$ cat src/rtl/reg_dump_reader_pkg.sv
// Shared types and constants for the register-file dump reader.
// The DATA_WIDTH constant must track the CPU register file.
package reg_dump_reader_pkg;

    localparam int unsigned DATA_WIDTH = 32;
    localparam int unsigned NUM_REGS   = 32;
    localparam int unsigned ADDR_WIDTH = 5;

    typedef enum logic [1:0] {
        ST_IDLE   = 2'd0,
        ST_STREAM = 2'd1,
        ST_DONE   = 2'd2
    } state_t;

    typedef struct packed {
        logic [ADDR_WIDTH-1:0] addr;
        logic [DATA_WIDTH-1:0] data;
        logic                  last;
    } beat_t;

    // True when idx addresses the final register of the walk
    function automatic logic is_last_idx(input logic [ADDR_WIDTH-1:0] idx);
        return idx == ADDR_WIDTH'(NUM_REGS - 1);
    endfunction

endpackage

$ cat src/rtl/reg_dump_reader_if.sv
// Valid/ready beat stream carrying (address, data, last) toward the debug path.
interface reg_dump_reader_if;
    import reg_dump_reader_pkg::*;

    logic                  out_valid;
    logic                  out_ready;
    logic [ADDR_WIDTH-1:0] out_addr;
    logic [DATA_WIDTH-1:0] out_data;
    logic                  out_last;

    modport master (
        output out_valid,
        output out_addr,
        output out_data,
        output out_last,
        input  out_ready
    );

    modport slave (
        input  out_valid,
        input  out_addr,
        input  out_data,
        input  out_last,
        output out_ready
    );

endinterface

$ cat src/rtl/reg_dump_reader_out_stage.sv
// Single-entry valid/ready output register; reusable by other debug streamers.
module reg_dump_out_stage
    import reg_dump_reader_pkg::*;
(
    input  logic  clk,
    input  logic  reset,
    input  logic  push,
    input  beat_t beat,
    output logic  load_c,
    reg_dump_reader_if.master bus
);

    assign load_c = !bus.out_valid || bus.out_ready;

    // A push lands only when the slot is free or being drained this cycle
    always_ff @(posedge clk or posedge reset) begin
        if (reset) begin
            bus.out_valid <= 1'b0;
            bus.out_addr  <= '0;
            bus.out_data  <= '0;
            bus.out_last  <= 1'b0;
        end else if (push && load_c) begin
            bus.out_valid <= 1'b1;
            bus.out_addr  <= beat.addr;
            bus.out_data  <= beat.data;
            bus.out_last  <= beat.last;
        end else if (bus.out_valid && bus.out_ready) begin
            bus.out_valid <= 1'b0;
            bus.out_last  <= 1'b0;
        end
    end

endmodule

$ cat src/rtl/reg_dump_reader.sv
// Walks the register file read port and streams (addr, data) beats out.
// Optional REG_DUMP_CHECKSUM_EN adds an XOR checksum of accepted beats.
module reg_dump_reader
    import reg_dump_reader_pkg::*;
(
    input  logic                  clk,
    input  logic                  reset,
    input  logic                  start,
    output logic                  busy,
    output logic                  done,
    output logic [ADDR_WIDTH-1:0] rd_addr,
    input  logic [DATA_WIDTH-1:0] rd_data,
`ifdef REG_DUMP_CHECKSUM_EN
    output logic [DATA_WIDTH-1:0] checksum,
`endif
    reg_dump_reader_if.master     out
);

    state_t                state;
    state_t                state_n;
    logic [ADDR_WIDTH-1:0] ptr;
    logic [ADDR_WIDTH-1:0] ptr_n;
    logic                  push_c;
    logic                  load_c;
    logic                  accept_c;
    beat_t                 beat_c;

    assign rd_addr  = ptr;
    assign accept_c = out.out_valid && out.out_ready;
    assign beat_c   = '{addr: ptr, data: rd_data, last: is_last_idx(ptr)};

    reg_dump_out_stage u_out_stage (
        .clk    (clk),
        .reset  (reset),
        .push   (push_c),
        .beat   (beat_c),
        .load_c (load_c),
        .bus    (out)
    );

    // Next-state and pointer; ptr parks on the last index once it is loaded
    always_comb begin
        state_n = state;
        ptr_n   = ptr;
        push_c  = 1'b0;
        case (state)
            ST_IDLE: begin
                ptr_n = '0;
                if (start) begin
                    push_c  = 1'b1;
                    state_n = ST_STREAM;
                end
            end
            ST_STREAM: begin
                push_c = load_c && !out.out_last;
                if (accept_c && out.out_last) begin
                    state_n = ST_DONE;
                end
            end
            ST_DONE: begin
                ptr_n   = '0;
                state_n = ST_IDLE;
            end
            default: begin
                ptr_n   = '0;
                state_n = ST_IDLE;
            end
        endcase
        if (push_c && !is_last_idx(ptr)) begin
            ptr_n = ptr + ADDR_WIDTH'(1);
        end
    end

    always_ff @(posedge clk or posedge reset) begin
        if (reset) begin
            state <= ST_IDLE;
            ptr   <= '0;
            busy  <= 1'b0;
            done  <= 1'b0;
        end else begin
            state <= state_n;
            ptr   <= ptr_n;
            busy  <= (state_n != ST_IDLE);
            done  <= (state_n == ST_DONE);
        end
    end

`ifdef REG_DUMP_CHECKSUM_EN
    // Cleared on an accepted start, so it stays final from done until the next dump
    always_ff @(posedge clk or posedge reset) begin
        if (reset) begin
            checksum <= '0;
        end else if (state == ST_IDLE && start) begin
            checksum <= '0;
        end else if (accept_c) begin
            checksum <= checksum ^ out.out_data;
        end
    end
`endif

endmodule

$ cat src/flat_wrapper.sv
// flat-port wrapper written by rule: the top's interface ports become plain ports
module reg_dump_reader_flat import reg_dump_reader_pkg::*;
  (clk, reset, start, busy, done, rd_addr, rd_data, out_out_valid, out_out_addr, out_out_data, out_out_last, out_out_ready);
  reg_dump_reader_if out_i ();
  input  logic clk;
  input  logic reset;
  input  logic start;
  output logic busy;
  output logic done;
  output logic [ADDR_WIDTH-1:0] rd_addr;
  input  logic [DATA_WIDTH-1:0] rd_data;
  output wire logic [$bits(out_i.out_valid)-1:0] out_out_valid;
  output wire logic [$bits(out_i.out_addr)-1:0] out_out_addr;
  output wire logic [$bits(out_i.out_data)-1:0] out_out_data;
  output wire logic [$bits(out_i.out_last)-1:0] out_out_last;
  input wire logic [$bits(out_i.out_ready)-1:0] out_out_ready;
  assign out_out_valid = out_i.out_valid;
  assign out_out_addr = out_i.out_addr;
  assign out_out_data = out_i.out_data;
  assign out_out_last = out_i.out_last;
  assign out_i.out_ready = out_out_ready;
  reg_dump_reader u_core (.clk(clk), .reset(reset), .start(start), .busy(busy), .done(done), .rd_addr(rd_addr), .rd_data(rd_data), .out(out_i));
endmodule
$ cat config.mk
export PLATFORM = sky130hd
export DESIGN_NAME = reg_dump_reader_flat
export DESIGN_NICKNAME = d
export VERILOG_FILES = /design/src/rtl/reg_dump_reader_pkg.sv /design/src/rtl/reg_dump_reader_if.sv /design/src/rtl/reg_dump_reader_out_stage.sv /design/src/rtl/reg_dump_reader.sv /design/src/flat_wrapper.sv
export SDC_FILE = /design/constraint.sdc
export NUM_CORES = 1
export LEC_CHECK = 0
export ABC_AREA = 1
export CORE_AREA = 5 5 73 75
export CTS_BUF_LIST = sky130_fd_sc_hd__clkbuf_8 sky130_fd_sc_hd__clkbuf_16
export DETAILED_ROUTE_END_ITERATION = 10
export DIE_AREA = 0 0 78 80
export HOLD_SLACK_MARGIN = 0.1
export PLACE_DENSITY = 0.84
export SLEW_MARGIN = 40
export SYNTH_ARGS = -nofsm -noshare
export SYNTH_HDL_FRONTEND = slang
export SYNTH_SLANG_ARGS = --single-unit
$ cat constraint.sdc
create_clock -name clk -period 3.9 [get_ports clk]
set_clock_uncertainty 0.05 [all_clocks]
set_input_delay 0.39 -clock clk [delete_from_list [all_inputs] [get_ports clk]]
set_output_delay 0.39 -clock clk [all_outputs]
set_load 0.01 [all_outputs]
---- After elaboration in Yosys (flattened, before gate mapping) ----
Cells that the tools add are included.
storage, ports and cells
  word-level logic and storage cells ...... 35
  output and inout port bits .............. 46
  register bits after elaboration ......... 48
  input bits .............................. 36
operators by class
  equal/unequal tests ..................... 4
  $add $sub $neg .......................... 1
  reduce and logical (&&, ||, !) cells .... 12
  mux-type cells .......................... 10
operator list
  operator                                                               count
  5-bit two-way mux                                                      2
  5-bit by 1-bit adder with 5-bit output, second input constant          1
  5-bit equality test, second input constant                             1
  1-bit logical AND                                                      5
  1-bit two-way mux                                                      4
  2-bit two-way mux                                                      2
  2-bit case mux with 2 select lines                                     1
  2-bit nonzero test                                                     2
  1-bit zero test                                                        3
  2-bit by 1-bit equality test with 1-bit output, second input constant  1
  2-bit equality test, second input constant                             1
  2-bit zero test                                                        1
  2-bit by 1-bit != test with 1-bit output, second input constant        1
  1-bit case mux with 2 select lines                                     1
  1-bit logical OR                                                       1

---- Logic depth before layout (Yosys ltp) ----
Gate-level depths: netlist of run 1.
  word-level depth ........................ 6
  gate-level depth with buffers ........... 9
  depth with buffers taken out ............ 8

---- Modules after synthesis ----
A second synthesis of run 1 with hierarchy kept.
unflattened totals
  cells, all modules ...................... 234
  area total of the unflattened synthesis .. 2064.5 um2
modules (own cells, without submodules)
  module              instances  seq. area each (um2)  area an instance (um2)  cells an instance
  reg_dump_out_stage  1          975.9                 1564.0                  173
  reg_dump_reader     1          225.2                 500.5                   61

---- Worst setup path after synthesis of run 1 ----
OpenSTA, ideal clock, no wires.
  path type ............................... register to register
  start point ............................. reg u_core.ptr[0], in the netlist u_core.rd_addr[0]
  end point ............................... reg u_core.ptr[2], in the netlist u_core.rd_addr[2]
  clock period less this slack ............ 1528 ps
  buffers on the path ..................... 0
  library setup time ...................... 118 ps
  slack ................................... 2372 ps
  cell stages (with the launch flop) ...... 9
  data required time ...................... 3732 ps
  data arrival time ....................... 1360 ps
  cells stage by stage .................... dfrtp_1 > ha_1 > nand2_1 > nor2_1 > ha_1 > inv_1 > nand3_1 > nand3_1 > nand2_1
on the way
  cells in the longest elaborated chain, start to end .. 4
  elaborated cells on any way between the ends .. 6
  those cells by class .................... 1 x add/sub; 2 x eq/ne; 1 x mux; 2 x reduce/logical
ends and longest elaborated chain
  item                                                                            line                   text
  start: declaration                                                              reg_dump_reader.sv:21  logic [ADDR_WIDTH-1:0] ptr;
  start signal: assignment                                                        reg_dump_reader.sv:82  ptr <= ptr_n;
  branches (longest 4 deep; another with 5-bit by 1-bit adder with 5-bit output)  --
Several ways; the timed one is not identified.
A chain may end at the register's enable or synchronous reset.

---- Worst setup path in the final report of run 1 ----
  start point ............................. in out_out_ready
  end point ............................... reg u_core.u_out_stage.bus.out_data[11]
on the way
  cells in the longest elaborated chain, start to end .. 4
ends and longest elaborated chain
  item                                line                             text
  start: declaration                  flat_wrapper.sv:16               input wire logic [$bits(out_i.out_ready)-1:0] out_out_ready;
  1-bit logical OR *                  reg_dump_reader_out_stage.sv:13  assign load_c = !bus.out_valid || bus.out_ready;
  1-bit logical AND                   reg_dump_reader.sv:55            push_c = load_c && !out.out_last;
  1-bit case mux with 2 select lines  reg_dump_reader.sv:46            case (state)
  1-bit logical AND *                 reg_dump_reader_out_stage.sv:22  end else if (push && load_c) begin
  end signal: assignment              reg_dump_reader_out_stage.sv:25  bus.out_data <= beat.data;
  end: declaration                    reg_dump_reader_if.sv:14         output out_data,
Mark *: on every way between the ends. The rest lies on a longest branch, timed or not.

==> impl_metrics.csv, run 1 <==
group,metric,value,unit
global_routing,antenna_found_initial,0,
place,dp_hpwl,3.149,mm
sta,period_share,0.4905,
hold_path,hp-class,"reg2reg",
sta,fin_setup_tns,0,ns
cells_and_area,area_growth,43.79,%
global_routing,grt_pass1_wl,7.562,mm
setup_path,cp-start-kind,"input pin",
global_routing,grt_max_degree,49,
die,design.portCount,82,
yosys,synth_compound_area_frac,0.1187,
run,maxCapViolCount,0,
drt,first_pass_iters,4,
die,fp-row-count,25,
global_routing,grtUsageMet1,0.1880,
yosys,synth.most_common_cell,"dfrtp_1",
setup_path,r2r_slack,2.18,ns
clocking,clkSinkCount,48,
clocking,cts-resized-gates,0,
drt,antenna_left,0,
yosys,muxShareOfSynthArea,0,
yosys,synth_area_leaders,"dfrtp_1 57%, inv_1 7.7%, nand2_1 7.3%",
yosys,syn_area,2097,sq um
clocking,clock_latency,0.29,ns
cells_and_area,finalNetCount,334,
drt,via_per_inst,4.573,
drt,drc_errors,0,
clocking,cts_max_level,2,
setup_path,setup.worst_path.class,"in2reg",
global_routing,grt_use_met3,0.04740,
cells_and_area,diodes,0,
die,die-area,6240,sq um
setup_path,cp_cell_sequence,"clkdlybuf4s50_1 > inv_1 > nand2_4 > nand2_1 > nand2_4 > nand3_4 > buf_12 > nand2_1 > o21ai_1",
sta,tightest_slew,0.5753,ns
drt,totalWireLength,4.261,mm
clocking,cts_hold_buffers,0,
power_and_ir_drop,cellLeakagePower,1.462,nW
power_and_ir_drop,peakVddDrop,0.3393,mV
yosys,synth_ff_type,"dfrtp_1",
sta,layout_min_cycle_time,1.913,ns
drt,dr_total_vias,1605,
setup_path,worstPathRequired,4.02,ns
yosys,syn_area_per_cell,9.754,sq um
place,port_buffers,81,
setup_path,crit_arrival,2.04,ns
die,core-area,4598,sq um
yosys,synth-seq-area-share,0.5728,
drt,wl_per_cell,12.14,um
sta,rsz0062_at_grt,"no",
global_routing,track_usage,0.1496,
setup_path,critical_path.top_delay_family,"buffers and inverters",
yosys,yosysTopAreaCell,"dfrtp_1",
yosys,synth-simple-area-share,0.1808,
die,fp.dieH,80,um
yosys,ys_warn_count,0,
clocking,post_cts_buffers,0,
power_and_ir_drop,power_density,571.6,nW/um^2
global_routing,grt_pass1_vias,1604,
yosys,synth_edf_count,0,
setup_path,path_max_fanout,40,
global_routing,overflow,0,
clocking,cts_made_buffers,5,
setup_path,worst_path_max_delay_cell,"clkdlybuf4s50_1",
clocking,cts_max_path_buffers,2,
sta,slew_viol_final,0,
sta,slew_headroom,0.6164,
status,outcome,"finished, final reports clean",
yosys,ys_ff_latch,48,
yosys,syn_nets,253,
die,die_w,78,um
yosys,synth_cells,215,
place,place_congestion,0.8529,
yosys,synth_fa_ha_area_frac,0.01193,
sta,setup_viol,0,
sta,finalHoldViolations,0,
clocking,cts-root-buf,"clkbuf_8",
yosys,synth_cell_types,19,
yosys,yosys-top-cells-count,"48 x dfrtp_1, 43 x inv_1, 41 x nand2_1, 17 x o21ai_2, 13 x o21ai_1",
yosys,netlist.area_leader.share,0.5728,
clocking,cts_tree,"built",
die,start_util,0.4561,
global_routing,met2_usage,0.2462,
cells_and_area,drive_gt1_frac,0.1347,
yosys,async_reset_ff_frac,1.000,
yosys,synth_top_family_by_area,"simple AND/OR/NAND/NOR gates",
global_routing,top_usage_layer,"met2",
clocking,cts.clk_slew.worst_paths,0.09,ns
sta,fmaxAchievable,522.7,MHz
setup_path,worst-path-buf-inv,3,
drt,drt-initial-drc-count,57,
setup_path,critical-path-max-stage-delay,0.48,ns
yosys,synth_xor_area_frac,0.004177,
cells_and_area,final_util,0.6558,
setup_path,end_kind,"flip-flop",
[worst register-to-register path: cells and delay by family, from the launching register on]
kind                   cells  cell delay [ns]
AO/OA/AOI/OAI              1             0.06
buffers and inverters      1             0.33
flip-flops                 1             0.43
AND/OR/NAND/NOR            5             0.73
[kinds of logic after synthesis]
kind of cell             Yosys count
AO/OA/AOI/OAI                     37
flip-flops                        48
adder cells (fa/ha/maj)            2
buffers and inverters             51
AND/OR/NAND/NOR                   76
XOR/XNOR                           1
[registers in the layout (all words and copies together), names as in the netlist]
signal and count:
u_core.busy 1, u_core.done 1, u_core.rd_addr 5, u_core.state 2, u_core.u_out_stage.bus.out_addr 5, u_core.u_out_stage.bus.out_data 32, u_core.u_out_stage.bus.out_last 1, u_core.u_out_stage.bus.out_valid 1
[worst paths after layout]
| kind | startpoint | endpoint | cells past startpoint |
|---|---|---|---|
| worst max register to register | u_core.u_out_stage.bus.out_valid$_DFFE_PP0P_ | u_core.u_out_stage.bus.out_data[11]$_DFFE_PP0P_ | 7 |
| min in group asynchronous | reset | u_core.u_out_stage.bus.out_data[7]$_DFFE_PP0P_ | 2 |
| worst min-delay path | u_core.state[1]$_DFF_PP0_ | u_core.done$_DFF_PP0_ | 1 |
| max in group asynchronous | reset | u_core.u_out_stage.bus.out_addr[4]$_DFFE_PP0P_ | 2 |
| worst min register to register | u_core.state[1]$_DFF_PP0_ | u_core.done$_DFF_PP0_ | 1 |
| worst max-delay path | out_out_ready | u_core.u_out_stage.bus.out_data[11]$_DFFE_PP0P_ | 9 |
[cell usage in the layout, fill, tap and decap left out]
cell type / netlist / layout
o21ai_0: 7 / 7
inv_4: 0 / 1
and2_1: 1 / 1
inv_1: 43 / 44
nand4_1: 7 / 7
nand3_4: 1 / 1
ha_1: 2 / 2
nor2_1: 4 / 4
nand3_1: 8 / 8
o21ai_1: 13 / 13
dfrtp_1: 48 / 48
nand2_1: 41 / 41
o21ai_2: 17 / 17
clkbuf_8: 0 / 6
buf_12: 0 / 1
clkdlybuf4s50_1: 0 / 81
nand2_2: 11 / 11
xor2_1: 1 / 1
nand2_4: 3 / 3
[final cells by class]
cell class              count  area, sq um
well taps                  54        67.56
clock buffers               6        82.58
repair buffers             82        830.8
fillers                   380         1583
multi-input cells         116        661.9
flip-flops and latches     48         1201
inverters                  43        163.9
clock inverters             2        7.507
[report_power, final]
group | switching (mW) | internal (mW) | total (mW)
combinational | 0.310 | 0.377 | 0.687
clock | 0.154 | 0.140 | 0.293
sequential | 0.107 | 0.637 | 0.744
[routing by layer]
metal  share of wire  up-vias  wire (um)
li1                -      823          -
met1            0.44      718       1861
met2            0.47       58       1997
met3           0.082        6        349
met4           0.012        0         53
met5               0        -          0
[through the flow]
stage	cell area, sq um	hold slack, ns	instances	setup WS (ns)	power, mW
5_1_grt	3015	0.4259	351	1.850	1.847
3_5_place_dp	2925	0.3923	343	1.683	1.449
6_report	3015	0.4000	351	1.987	1.724
3_3_place_gp	2903	0.3903	342	1.463	1.425
2_1_floorplan	2097	0.3742	215	2.316	1.082
4_1_cts	3015	0.4036	351	1.989	1.748
Note: power is estimated with default switching activity, not from simulation.
==> run 2, diff against run 1 <==
Settings changed: CORE_AREA 5 5 73 75 to 5 5 80 82, DIE_AREA 0 0 78 80 to 0 0 85 87, PLACE_DENSITY 0.84 to 0.74.
Clock period 3.9 ns to 1.74 ns, I/O delays scaled along.
==> impl_metrics.csv, run 2 (synthesis gave the netlist of run 1 again) <==
group,metric,value,unit
drt,wl_per_cell,11.69,um
global_routing,grt_pass1_vias,1558,
global_routing,track_usage,0.1192,
setup_path,path_max_fanout,7,
global_routing,overflow,0,
sta,period_share,0.9117,
place,placed_area,3012,sq um
power_and_ir_drop,cellLeakagePower,1.491,nW
cells_and_area,area_growth,48.03,%
cells_and_area,largest_reg_flops,32,
global_routing,grt_max_degree,49,
setup_path,worstPathRequired,1.52,ns
cells_and_area,largest_register,"u_core.u_out_stage.bus.out_data",
clocking,cts_max_level,2,
die,core-area,5675,sq um
clocking,clkSinkCount,48,
sta,layout_min_cycle_time,1.586,ns
sta,setup_viol,0,
setup_path,crit_arrival,1.36,ns
setup_path,critical_path.top_delay_family,"buffers and inverters",
power_and_ir_drop,peakVddDrop,0.8323,mV
cells_and_area,final_area,3104,sq um
drt,antenna_left,0,
sta,tightest_slew,0.2627,ns
drt,drt-initial-drc-count,56,
global_routing,grt_pass1_wl,7.120,mm
cells_and_area,final_cell_mix,"81 x clkdlybuf4s50_1, 48 x dfrtp_1, 42 x inv_1",
sta,fmaxAchievable,630.3,MHz
setup_path,end_kind,"output pin",
sta,rsz0062_at_grt,"no",
global_routing,antenna_found_initial,0,
hold_path,hp-class,"in2async",
clocking,cts_hold_buffers,0,
clocking,cts_max_path_buffers,2,
setup_path,cp_cell_sequence,"clkdlybuf4s50_1",
drt,totalWireLength,4.409,mm
sta,fin_setup_tns,0,ns
setup_path,worst-path-buf-inv,1,
cells_and_area,diodes,0,
place,dp_hpwl,3.247,mm
sta,finalHoldViolations,0,
die,fp-row-count,28,
power_and_ir_drop,power_density,1267,nW/um^2
setup_path,cp-start-kind,"flip-flop",
run,maxCapViolCount,0,
drt,drc_errors,0,
clocking,cts-root-buf,"clkbuf_8",
drt,first_pass_iters,4,
drt,dr_total_vias,1618,
setup_path,worst_path_max_delay_cell,"clkdlybuf4s50_1",
clocking,cts.clk_slew.worst_paths,0.08,ns
die,start_util,0.3695,
setup_path,setup.worst_path.class,"reg2out",
place,place_congestion,0.8759,
clocking,cts_made_buffers,5,
clocking,cts_tree,"built",
status,outcome,"finished, final reports clean",
die,design.portCount,82,
place,port_buffers,81,
clocking,clock_latency,0.29,ns
sta,slew_viol_final,0,
cells_and_area,drive_gt1_frac,0.1556,
clocking,post_cts_buffers,0,
drt,via_per_inst,4.292,
cells_and_area,finalNetCount,339,
die,fp.dieH,87,um
die,die-area,7395,sq um
setup_path,critical-path-max-stage-delay,0.59,ns
cells_and_area,layout.cells.most_common,"clkdlybuf4s50_1",
die,die_w,85,um
clocking,cts-resized-gates,0,
sta,slew_headroom,0.8249,
[run 2: per-layer routing]
layer,vias to the layer above,track usage,share of wire,wire [um]
met5,-,0,0,0
met3,7,0.03974,0.080,352
li1,838,-,-,-
met1,727,0.1479,0.43,1908
met4,0,0.03453,0.011,49
met2,46,0.1984,0.48,2098
[run 2: final timing paths]
check | to | cells past startpoint | slack [ns] | start
max | rd_addr[2] | 1 | 0.15 | u_core.rd_addr[2]$_DFFE_PP0P_
min | u_core.u_out_stage.bus.out_data[2]$_DFFE_PP0P_ | 3 | 0.17 | reset
max reg2reg | u_core.rd_addr[1]$_DFFE_PP0P_ | 8 | 0.25 | u_core.rd_addr[0]$_DFFE_PP0P_
min reg2reg | u_core.done$_DFF_PP0_ | 1 | 0.41 | u_core.state[1]$_DFF_PP0_
max in group asynchronous | u_core.u_out_stage.bus.out_data[13]$_DFFE_PP0P_ | 3 | 1.23 | reset
min in group clk | u_core.u_out_stage.bus.out_data[6]$_DFFE_PP0P_ | 3 | 0.37 | rd_data[6]
[run 2: cell type report]
class / instances / area, sq um
Fill cell: 526 / 2571
Sequential cell: 48 / 1201
Timing Repair Buffer: 87 / 893.4
Multi-Input combinational cell: 116 / 661.9
Inverter: 43 / 161.4
Tap cell: 75 / 93.84
Clock buffer: 6 / 82.58
Clock inverter: 2 / 10.01
[run 2: power by group]
part | switching (mW) | leakage (nW) | internal, mW
Combinational | 0.741 | 0.854 | 0.898
Sequential | 0.208 | 0.586 | 1.43
Clock | 0.342 | 0.0510 | 0.317
Total | 1.29 | 1.49 | 2.64
[run 2: tightest hold or removal path: cells and delay by family]
kind / cells / cell delay, ns
buf+inv: 3 / 0.71
[run 2: per-stage QoR]
step	setup WS [ns]	hold WS (ns)	instances	util	total power [mW]
floorplan	0.2124	0.2568	215	-	2.425
global placement	0.1338	0.3902	369	0.5306	3.291
detailed placement	0.07013	0.3936	369	0.5306	3.319
CTS	0.1186	0.1861	377	0.5470	4.006
global route	0.05383	0.1986	377	0.5470	4.207
finish	0.1536	0.1674	377	0.5470	3.933
==> patch 1, RTL diff (settings of run 1) <==
Set the package constant `DATA_WIDTH` to 24 (it was 32).
--- a/src/rtl/reg_dump_reader_pkg.sv
+++ b/src/rtl/reg_dump_reader_pkg.sv
@@ -3,5 +3,5 @@
 package reg_dump_reader_pkg;
 
-    localparam int unsigned DATA_WIDTH = 32;
+    localparam int unsigned DATA_WIDTH = 24;
     localparam int unsigned NUM_REGS   = 32;
     localparam int unsigned ADDR_WIDTH = 5;
Interface: changed (resized out_out_data and rd_data); port bits go from 82 to 66. No check against the original RTL was run, so the function may have changed too.
==> patch 1 against run 1 <==
Sequential cell count is 8 lower. Routed wire length is 14% lower. Final area is 15% lower. Power is 14% lower. Synthesized area is 13% lower. Worst setup slack worse by 0.14 ns. Global-route usage is 2.0 points lower. Count of clock-buffer cells in the layout stayed put. Largest cell class unchanged.
==> patch 1: results (changes against run 1) <==
status=finished, final reports clean; Placement Cell Area=2479 µm² (-15%); asr flop ratio synth=100.0% (unchanged); CP Class=input port to register; clock root cell=clkbuf_8; critical-path maximum fanout=60 (+50%); Filler cells=418 (+10%); CTS Buf Count=5 (unchanged); global-route wire length before repair=6.430 mm (-15%); slowest stage delay, CP=0.57 ns (+0.09 ns); drt pass-1 iters=4 (unchanged); Peak VDD IR=0.2603 mV (-23%); Setup Fix Bufs, Post-CTS=0 (unchanged); GRT Total Usage=12.99% (-2.0 points); CTS clk-pin slew, worst paths=0.07 ns (-0.02 ns); initial antenna violation count=0 (unchanged); commonest cells in the netlist=nand2_1 (42), dfrtp_1 (40), inv_1 (34); Sequential Power Share=41.6% (-1.5 points); Slew headroom=46.40% (-15 points); worst reg2reg path startpoint=u_core.u_out_stage.bus.out_valid; Top reg by flops=u_core.u_out_stage.bus.out_data; layout cell share with drive strength beyond 1=18.07% (+4.6 points); hold crit path type=register to register; synth top area cells=dfrtp_1 (55%), o21ai_2 (14%), nand2_1 (8.7%); GPL Wtd Cong=0.7948 (-6.8%); leak pwr=1.240 nW (-15%); CTS Buffer Depth=2 (unchanged); routed vias=1365 (-15%); Synthesized Nets=211 (-17%); register area share after synthesis=54.98% (-2.3 points); worst skew pair latency=0.29 ns (about the same); number of cells on the worst reg-to-reg path=6 (-1); pin count of the biggest net entering global routing=61 (+24%); delay-heaviest family, CP=simple AND/OR/NAND/NOR gates; Final nets=278 (-17%); count of cell types in the netlist=16 (-3); Combinational Power Share=39.9% (about the same); max reg flops=24 (-25%); Iter 0 DRT Violations=107 (+88%); crit path DAT=2.15 ns (+0.11 ns); Yosys warning total=0 (unchanged); n_diodes=0 (unchanged); wirelength, routed=3.673 mm (-14%); # port buffers=65 (-20%); Clock H-tree levels=2 (unchanged); NetSw=0.4960 mW (-13%); number of global-route vias before repair=1347 (-16%); CP Launch Point=out_out_ready; Slowest cell on crit path=nand3_4; Post-synth top flop=dfrtp_1; Hold Crit Start=u_core.state[1]; Critical R2R Capture=u_core.u_out_stage.bus.out_data[7]; post-DP HPWL=2.572 mm (-18%); post-CTS sizing=0 (unchanged); reg-to-reg setup timing slack=2.03 ns (-0.15 ns)
-- patch 1: worst min path at each step --
| stage | to | slack [ns] | depth (start not counted) |
|---|---|---|---|
| after CTS | u_core.state[1] | 0.43 | 1 |
| after floorplan | u_core.done | 0.39 | 1 |
| final | u_core.done | 0.42 | 1 |
| after global routing | u_core.done | 0.45 | 1 |
| after global placement | u_core.state[1] | 0.41 | 1 |
| after detailed placement | u_core.state[1] | 0.42 | 1 |
-- patch 1: per-layer routing --
| layer | global-route usage [%] | part of all wire [%] |
|---|---|---|
| met5 | 0 | 0 |
| met4 | 4.561 | 1.1 |
| met3 | 4.740 | 7.7 |
| met2 | 21.37 | 47 |
| met1 | 15.63 | 44 |
-- patch 1: cell families (layout without fill, tap and decap cells) --
family | Yosys count | count (layout) | share of synthesized area (%)
xor+xnor | 1 | 1 | 0.4812
compound gates | 29 | 29 | 13.95
buf+inv | 41 | 109 | 10.93
simple gates | 68 | 68 | 18.28
fa+ha+maj | 2 | 2 | 1.374
flops | 40 | 40 | 54.98
-- patch 1: metrics by stage --
step	power (mW)	setup WS (ns)	instances	utilization, %	hold slack (ns)
2_1_floorplan	0.9353	2.372	181	-	0.3937
3_3_place_gp	1.216	1.604	295	53.90	0.4078
3_5_place_dp	1.233	1.541	295	53.90	0.4159
4_1_cts	1.521	1.849	303	55.86	0.4272
5_1_grt	1.602	1.660	303	55.86	0.4461
6_report	1.488	1.851	303	55.86	0.4215
-- patch 1: area by class of cell --
cell class	instances	area (µm²)	share of cell area [%]
Sequential cell	40	1001	38.97
Timing Repair Buffer	66	658.1	25.62
Multi-Input combinational cell	100	620.6	24.16
Inverter	35	131.4	5.114
Clock buffer	6	82.58	3.215
Tap cell	54	67.56	2.630
Clock inverter	2	7.507	0.2923
==> patch 2, RTL diff (flow settings as in run 1) <==
Made on the original files. Encoding of `state_t`: now one-hot (3 bits for 3 states).
--- a/src/rtl/reg_dump_reader_pkg.sv
+++ b/src/rtl/reg_dump_reader_pkg.sv
@@ -7,8 +7,8 @@
     localparam int unsigned ADDR_WIDTH = 5;
 
-    typedef enum logic [1:0] {
-        ST_IDLE   = 2'd0,
-        ST_STREAM = 2'd1,
-        ST_DONE   = 2'd2
+    typedef enum logic [2:0] {
+        ST_IDLE   = 3'b001,
+        ST_STREAM = 3'b010,
+        ST_DONE   = 3'b100
     } state_t;
 
Formal check against the unedited RTL: same outputs for any inputs over 10 cycles, from zero or initial values and one cycle with reset high; not proved beyond that.
==> patch 2 against run 1 <==
Die area stayed put. Core utilization is 0.46 points lower. Worst hold slack better by 0.023 ns. Sequential cell count is 1 higher. Final area is 0.71% lower. Synthesized area is 1.7% lower. Worst setup slack worse by 0.21 ns. Power is 29% higher. Global-route usage is 0.78 points higher. Sequential share of layout area is 1.2 points higher. Routed wire length is 13% higher. Largest power group is now combinational logic.
==> patch 2: results (changes against run 1) <==
Worst-Margin Slew=0.5877 ns (+0.01235 ns); Filler cells=401 (+5.5%); Critical R2R Capture=u_core.u_out_stage.bus.out_addr[0]; status=finished, final reports clean; pin count of the biggest net entering global routing=50 (+2.0%); routed vias=1752 (+9.2%); delay-heaviest family, CP=simple AND/OR/NAND/NOR gates; number of global-route vias before repair=1685 (+5.0%); Synthesized Nets=258 (+2.0%); crit path DAT=2.25 ns (+0.21 ns); post-DP HPWL=3.350 mm (+6.4%); global-route wire length before repair=7.866 mm (+4.0%); synth top area cells=dfrtp_1 (58%), nand2_1 (15%), nand3_1 (11%); Peak VDD IR=0.4129 mV (+22%); critical-path maximum fanout=43 (+7.5%); design area=2994 µm² (-0.71%); Placement Cell Area=2860 µm² (-2.2%); GPL Wtd Cong=0.7574 (-11%); leak pwr=1.449 nW (-0.84%); worst reg2reg path startpoint=u_core.state[0]; share of the synthesized area in the top cell type=58.25% (+0.97 points); layout cell share with drive strength beyond 1=7.692% (-5.8 points); register area share after synthesis=59.53% (+2.2 points); Final nets=336 (+0.60%); reg-to-reg setup timing slack=1.84 ns (-0.34 ns)
[patch 2: changes by cell type in the layout (fill, tap and decap cells not counted), sizes merged, moves of 2 or more]
cell / change
nand3: +38
nand2: +32
bufinv: +2
nand4: -6
inv: -35
o21ai: -33
[patch 2: per-layer routing]
| metal | GRT usage, % | wire (µm) | share of wire [%] | vias up |
|---|---|---|---|---|
| met2 | 27.38 | 2446 | 51 | 48 |
| met4 | 3.209 | 39 | 0.81 | 0 |
| met1 | 18.97 | 2018 | 42 | 842 |
| met3 | 5.305 | 329 | 6.8 | 5 |
| met5 | 0 | 0 | 0 | - |
| li1 | - | - | - | 857 |
[patch 2: worst min-delay path: stages (launching register included)]
cell	delay (ns)
dfrtp_1	0.35
nand2_1	0.05
nand2_1	0.04
[patch 2: power groups by stage]
stage | Sequential [mW] | Clock (mW) | Combinational (mW)
2_1_floorplan | 0.916 | 0 | 0.462
3_3_place_gp | 0.833 | 0 | 0.963
3_5_place_dp | 0.837 | 0 | 0.989
4_1_cts | 0.830 | 0.428 | 0.992
5_1_grt | 0.856 | 0.448 | 1.07
6_report | 0.828 | 0.417 | 0.974
[patch 2: final cells by class]
class                      instances  area share [%]
clock buffer                       5           2.298
clock inverter                     3           2.173
inverter                          10           1.337
multi-input combinational        150           23.61
sequential                        49           40.99
tap                               54           2.257
timing repair buffer              82           27.33
[patch 2: worst min path at each step]
stage	start	endpoint	slack, ns	cells after the start
finish	u_core.u_out_stage.bus.out_data[5]	u_core.u_out_stage.bus.out_data[5]	0.42	2
global route	u_core.u_out_stage.bus.out_data[6]	u_core.u_out_stage.bus.out_data[6]	0.45	2
CTS	u_core.u_out_stage.bus.out_data[5]	u_core.u_out_stage.bus.out_data[5]	0.43	2
detailed placement	u_core.u_out_stage.bus.out_data[5]	u_core.u_out_stage.bus.out_data[5]	0.41	2
global placement	u_core.u_out_stage.bus.out_data[3]	u_core.u_out_stage.bus.out_data[3]	0.40	2
floorplan	u_core.u_out_stage.bus.out_addr[1]	u_core.u_out_stage.bus.out_addr[1]	0.46	2
[patch 2: per-stage QoR]
| step | power, mW | cells | setup slack [ns] | hold slack (ns) |
|---|---|---|---|---|
| finish | 2.219 | 353 | 1.782 | 0.4228 |
| global route | 2.378 | 353 | 1.696 | 0.4518 |
| detailed placement | 1.827 | 345 | 1.502 | 0.4074 |
| CTS | 2.250 | 353 | 1.814 | 0.4284 |
| floorplan | 1.378 | 220 | 2.289 | 0.4557 |
| global placement | 1.796 | 345 | 1.591 | 0.4030 |
[patch 2: cells by family after synthesis]
logic type      Yosys count  synth area share [%]
xor+xnor                  1                0.4248
buf+inv                  21                 6.189
compound gates            6                 2.306
simple gates            141                 30.34
flops                    49                 59.53
fa+ha+maj                 2                 1.213
